`src/rtl/stack_pkg.sv`:
```
// Shared types and default parameters for the stack sequencer.
// Overflow/underflow checking is selected by the STACK_CHECK_EN macro.
package stack_pkg;

   localparam int DATA_W_DEF     = 16;
   localparam int ADDR_W_DEF     = 10;
   localparam int DEPTH_DEF      = 64;
   localparam int STACK_BASE_DEF = 'h3FF;

   typedef enum logic [2:0] {
      ST_IDLE,
      ST_WRITE,
      ST_READ,
      ST_WAIT_RD,
      ST_DONE
   } stack_state_e;

endpackage

```
`src/rtl/stack_ptr.sv`:
```
// Stack occupancy counter. With STACK_CHECK_EN defined it saturates at DEPTH via
// the caller's checks and reports full; otherwise it counts modulo DEPTH.
module stack_ptr
   import stack_pkg::*;
#(
   parameter int DEPTH = DEPTH_DEF
) (
   input  logic                   clk,
   input  logic                   rst,
   input  logic                   inc,
   input  logic                   dec,
   input  logic                   clr,
   output logic [$clog2(DEPTH):0] level,
   output logic                   empty,
   output logic                   full
);

   localparam int LVL_W = $clog2(DEPTH) + 1;

   logic [LVL_W-1:0] level_q;
   logic [LVL_W-1:0] level_d;

   always_comb begin
      level_d = level_q;
      if (clr) begin
         level_d = '0;
      end else if (inc) begin
`ifdef STACK_CHECK_EN
         level_d = level_q + 1'b1;
`else
         level_d = (level_q + 1'b1) & LVL_W'(DEPTH - 1);
`endif
      end else if (dec) begin
`ifdef STACK_CHECK_EN
         level_d = level_q - 1'b1;
`else
         level_d = (level_q - 1'b1) & LVL_W'(DEPTH - 1);
`endif
      end
   end

   always_ff @(posedge clk or posedge rst) begin
      if (rst) level_q <= '0;
      else     level_q <= level_d;
   end

   assign level = level_q;
   assign empty = (level_q == '0);
`ifdef STACK_CHECK_EN
   assign full  = (level_q == LVL_W'(DEPTH));
`else
   assign full  = 1'b0;
`endif

endmodule

```
`src/rtl/stack_ctrl.sv`:
```
// Descending-stack sequencer: turns push/pop requests into memory write/read cycles.
// Define STACK_CHECK_EN to enable overflow/underflow detection (err, full).
module stack_ctrl
   import stack_pkg::*;
#(
   parameter int                DATA_W     = DATA_W_DEF,
   parameter int                ADDR_W     = ADDR_W_DEF,
   parameter logic [ADDR_W-1:0] STACK_BASE = ADDR_W'(STACK_BASE_DEF),
   parameter int                DEPTH      = DEPTH_DEF
) (
   input  logic                   clk,
   input  logic                   rst_b,
   input  logic                   push_req,
   input  logic [DATA_W-1:0]      push_data,
   input  logic                   pop_req,
   input  logic                   clear,
   input  logic [DATA_W-1:0]      mem_rdata,
   output logic                   mem_we,
   output logic                   mem_re,
   output logic [ADDR_W-1:0]      mem_addr,
   output logic [DATA_W-1:0]      mem_wdata,
   output logic [DATA_W-1:0]      pop_out,
   output logic                   push_done,
   output logic                   pop_done,
   output logic [$clog2(DEPTH):0] level,
   output logic                   empty,
   output logic                   full,
   output logic                   err,
   output stack_state_e           state_dbg
);

   localparam int LVL_W = $clog2(DEPTH) + 1;
`ifdef STACK_CHECK_EN
   localparam bit CHECK_EN = 1'b1;
`else
   localparam bit CHECK_EN = 1'b0;
`endif

   stack_state_e      state_q, state_d;
   logic [DATA_W-1:0] data_q, data_d;
   logic [DATA_W-1:0] pop_out_q, pop_out_d;
   logic [ADDR_W-1:0] addr_q, addr_d;
   logic              we_q, we_d;
   logic              re_q, re_d;
   logic              push_done_q, push_done_d;
   logic              pop_done_q, pop_done_d;
   logic              err_q, err_d;
   logic              ptr_inc, ptr_dec, ptr_clr;
   logic [LVL_W-1:0]  top_idx;
   logic [ADDR_W-1:0] push_addr, pop_addr;

   stack_ptr #(.DEPTH(DEPTH)) u_ptr (
      .clk   (clk),
      .rst   (rst_b),
      .inc   (ptr_inc),
      .dec   (ptr_dec),
      .clr   (ptr_clr),
      .level (level),
      .empty (empty),
      .full  (full)
   );

   // Masking keeps the top-of-stack index inside the DEPTH window when level wraps.
   assign top_idx   = (level - 1'b1) & LVL_W'(DEPTH - 1);
   assign push_addr = STACK_BASE - ADDR_W'(level);
   assign pop_addr  = STACK_BASE - ADDR_W'(top_idx);

   always_comb begin
      state_d     = state_q;
      data_d      = data_q;
      pop_out_d   = pop_out_q;
      addr_d      = '0;
      we_d        = 1'b0;
      re_d        = 1'b0;
      push_done_d = 1'b0;
      pop_done_d  = 1'b0;
      err_d       = 1'b0;
      ptr_inc     = 1'b0;
      ptr_dec     = 1'b0;
      ptr_clr     = 1'b0;
      unique case (state_q)
         ST_IDLE: begin
            if (clear) begin
               ptr_clr = 1'b1;
            end else if (push_req) begin
               data_d = push_data;
               if (CHECK_EN && full) begin
                  state_d     = ST_DONE;
                  push_done_d = 1'b1;
                  err_d       = 1'b1;
               end else begin
                  state_d = ST_WRITE;
                  we_d    = 1'b1;
                  addr_d  = push_addr;
               end
            end else if (pop_req) begin
               if (CHECK_EN && empty) begin
                  state_d    = ST_DONE;
                  pop_done_d = 1'b1;
                  err_d      = 1'b1;
               end else begin
                  state_d = ST_READ;
                  re_d    = 1'b1;
                  addr_d  = pop_addr;
               end
            end
         end
         ST_WRITE: begin
            ptr_inc     = 1'b1;
            push_done_d = 1'b1;
            state_d     = ST_DONE;
         end
         ST_READ: begin
            ptr_dec = 1'b1;
            state_d = ST_WAIT_RD;
         end
         ST_WAIT_RD: begin
            pop_out_d  = mem_rdata;
            pop_done_d = 1'b1;
            state_d    = ST_DONE;
         end
         ST_DONE: begin
            state_d = ST_IDLE;
         end
         default: begin
            state_d = ST_IDLE;
         end
      endcase
   end

   // Outputs are registered alongside the state so they line up with it.
   always_ff @(posedge clk or posedge rst_b) begin
      if (rst_b) begin
         state_q     <= ST_IDLE;
         data_q      <= '0;
         pop_out_q   <= '0;
         addr_q      <= '0;
         we_q        <= 1'b0;
         re_q        <= 1'b0;
         push_done_q <= 1'b0;
         pop_done_q  <= 1'b0;
         err_q       <= 1'b0;
      end else begin
         state_q     <= state_d;
         data_q      <= data_d;
         pop_out_q   <= pop_out_d;
         addr_q      <= addr_d;
         we_q        <= we_d;
         re_q        <= re_d;
         push_done_q <= push_done_d;
         pop_done_q  <= pop_done_d;
         err_q       <= err_d;
      end
   end

   assign mem_we    = we_q;
   assign mem_re    = re_q;
   assign mem_addr  = addr_q;
   assign mem_wdata = data_q;
   assign pop_out   = pop_out_q;
   assign push_done = push_done_q;
   assign pop_done  = pop_done_q;
   assign err       = err_q;
   assign state_dbg = state_q;

endmodule

```
`config.mk`:
```
export PLATFORM = sky130hd
export DESIGN_NAME = stack_ctrl
export DESIGN_NICKNAME = d
export VERILOG_FILES = /design/src/rtl/stack_pkg.sv /design/src/rtl/stack_ptr.sv /design/src/rtl/stack_ctrl.sv
export SDC_FILE = /design/constraint.sdc
export NUM_CORES = 1
export LEC_CHECK = 0
export CORE_ASPECT_RATIO = 2
export CORE_MARGIN = 10
export CORE_UTILIZATION = 45
export DETAILED_ROUTE_END_ITERATION = 16
export PLACE_DENSITY = 0.93
export SLEW_MARGIN = 15
export SYNTH_ARGS = -nofsm -noshare
export SYNTH_HDL_FRONTEND = slang
export SYNTH_SLANG_ARGS = --single-unit
```
`constraint.sdc`:
```
create_clock -name clk -period 4.55 [get_ports clk]
set_input_delay 1.365 -clock clk [delete_from_list [all_inputs] [get_ports clk]]
set_output_delay 1.365 -clock clk [all_outputs]
set_load 0.05 [all_outputs]
```
==> out/results.tsv <==
metric	value	unit
clock_latency	310	ps
nNetsFinal	301	
drc_errors	0	
fin_cells	319	
path_max_fanout	11	
initial_core_util	0.4629	
hp-class	reg2reg	
pwr-share-clk	0.096	
maxCapViolations	0	
grt_pass1_wl	9.673	mm
path_clk_slew	90	ps
arrival	2100	ps
drive_above_1_share	0.1603	
drtPass1Iterations	4	
period_minus_slack	3468	ps
fin_setup_tns	0	ps
rrSetupSlack	2420	ps
ctsRootBufferMaster	clkbuf_8	
syn_to_final_growth	44.70	%
cts_tree	done	
gp_congestion	0.7905	
synth-edff-count	0	
grt.total_usage	0.1451	
cts_buffer_depth	2	
async_flop_share	1.000	
wl_per_cell	18.87	um
place_hpwl	4.702	mm
holdPathStages	1	
die_height	119.6	um
setup_viol	0	
fp.dieArea	8345	um2
pwr_density_cell	880.4	nW/um2
grt-ovfl-total	0	
diodes	0	
ys_seq_area_frac	0.5833	
cts.sinks	52	
power_switching	1425	uW
status	completed	
grt_pass1_vias	1813	
hold_buffers	0	
critical_path_class	reg2out	
cts_resized	0	
tightest_slew	877.2	ps
vias_per_cell	5.141	
hold_viol_final	0	
synth.ff_latch_count	52	
grt_start_max_net_pins	53	
port_buffers	92	
io_pins	96	
synth_area_leaders	dfrtp_1, mux2_2, buf_4	
rows	36	
clock.fmax	0.2884	GHz
combPwrFrac	0.617	
synthCells	173	
synth_top_area_cell	dfrtp_1	
vias	1640	
setup.worst_path.start_class	flip-flop	
fin_worst_skew	2.888	ps
ys_top_cells_by_count	dfrtp_1, mux2_2, inv_1	
drt_first_iter_violations	64	
slew_viol_final	0	
antenna_found_initial	0	
post_cts_buffers	0	
synth_warnings	0	
fillCellCount	358	
die_w	69.79	um
ys.flop_type	dfrtp_1	
numCtsBuffers	5	
synth_most_common_cell	dfrtp_1	
synth_top_area_share	0.5833	
postRouteAntennaNets	0	
end_kind	output pin	
cts-htree-levels	2	
required	3180	ps
synth.cell_area	2231	um2
r2r.worst_path.cells	3	
rsz0062_at_grt	no	
p_total	2842	uW
irDropWorstVdd	0.5275	mV
avgSynthCellArea	12.90	um2
synthDistinctLibCells	36	
core	4820	um2
pwr-share-seq	0.287	
leakage	0.001386	uW
max_slew_margin	0.4145	
holdWs	508.3	ps
finalCritPeriodShare	0.7621	
intPower	1417	uW
dp.cells	311	
wl	6.021	mm
switching_share	0.5016	
[sequential cells by signal (all words and copies together), names as in the netlist]
register / cells
state_dbg: 3
push_done: 1
mem_re: 1
mem_addr: 7
pop_out: 16
u_ptr.level: 6
mem_wdata: 16
mem_we: 1
pop_done: 1
[per-layer routing]
metal | share of wire | global-route usage
met1 | 0.35 | 0.1426
met2 | 0.55 | 0.2534
met3 | 0.063 | 0.04620
met4 | 0.043 | 0.09305
met5 | 0 | 0
[worst max-delay path, stage by stage (launching register included)]
cell and delay (ps):
dfrtp_1 510, nor3_1 300, and3b_1 190, clkdlybuf4s50_1 800
[path summary, 6_finish.rpt]
path | from | endpoint
worst min register to register | mem_wdata[2] | mem_wdata[2]
worst min-delay path | mem_wdata[2] | mem_wdata[2]
min in group asynchronous | rst_b | pop_out[14]
max in group asynchronous | rst_b | mem_wdata[2]
worst max register to register | state_dbg[2] | mem_wdata[2]
worst max-delay path | u_ptr.level[2] | empty
[power by group through the flow]
stage / logic, uW / registers, uW / clock network [uW]
floorplan: 517 / 1500 / 0
global placement: 1730 / 811 / 0
detailed placement: 1770 / 826 / 0
CTS: 1770 / 816 / 285
global route: 1830 / 848 / 306
finish: 1750 / 816 / 274
[through the flow]
stage               area [um2]  worst slack [ps]  utilization
finish                    3228              1082       0.6698
global route              3228             976.9       0.6698
CTS                       3227              1074       0.6695
detailed placement        3133              1155       0.6501
global placement          3133              1240       0.6501
floorplan                 2238              1682            -
[layout by cell type (no fill, tap or decap), types with 2 or more instances in the layout]
cell,Yosys,routed
a21oi_1,5,5
and3_1,2,2
clkbuf_8,0,6
clkdlybuf4s50_1,0,92
conb_1,1,3
dfrtp_1,52,52
ha_1,3,3
inv_1,9,8
mux2_1,2,2
mux2_2,31,31
mux2i_1,3,3
nand2_1,8,8
nand3_1,3,3
nor2_1,3,3
nor2b_1,3,3
nor3_1,5,5
o21a_1,2,2
o21ai_0,6,6
o22ai_1,2,2
o2bb2ai_1,3,3
or3_1,2,2
xnor2_1,3,3
[cells by family after synthesis]
family	after synthesis	share of synthesized area
DFF	52	0.5833
adders and majority gates	3	0.01683
buffers and inverters	23	0.06281
muxes	36	0.1800
other	1	0.001681
xor gates and xnor gates	4	0.01571
and+or+nand+nor	32	0.07852
AOI/OAI and AO/OA	22	0.06113
[layout make-up]
type	count	area [um2]	share of cell area
sequential	52	1301	0.4031
timing repair buffer	92	920.9	0.2853
multi-input combinational	100	797.0	0.2469
clock buffer	7	86.33	0.02674
tap	57	71.32	0.02209
inverter	10	43.79	0.01357
clock inverter	1	7.507	0.002326
No activity file was read; power rests on OpenSTA's default activity.
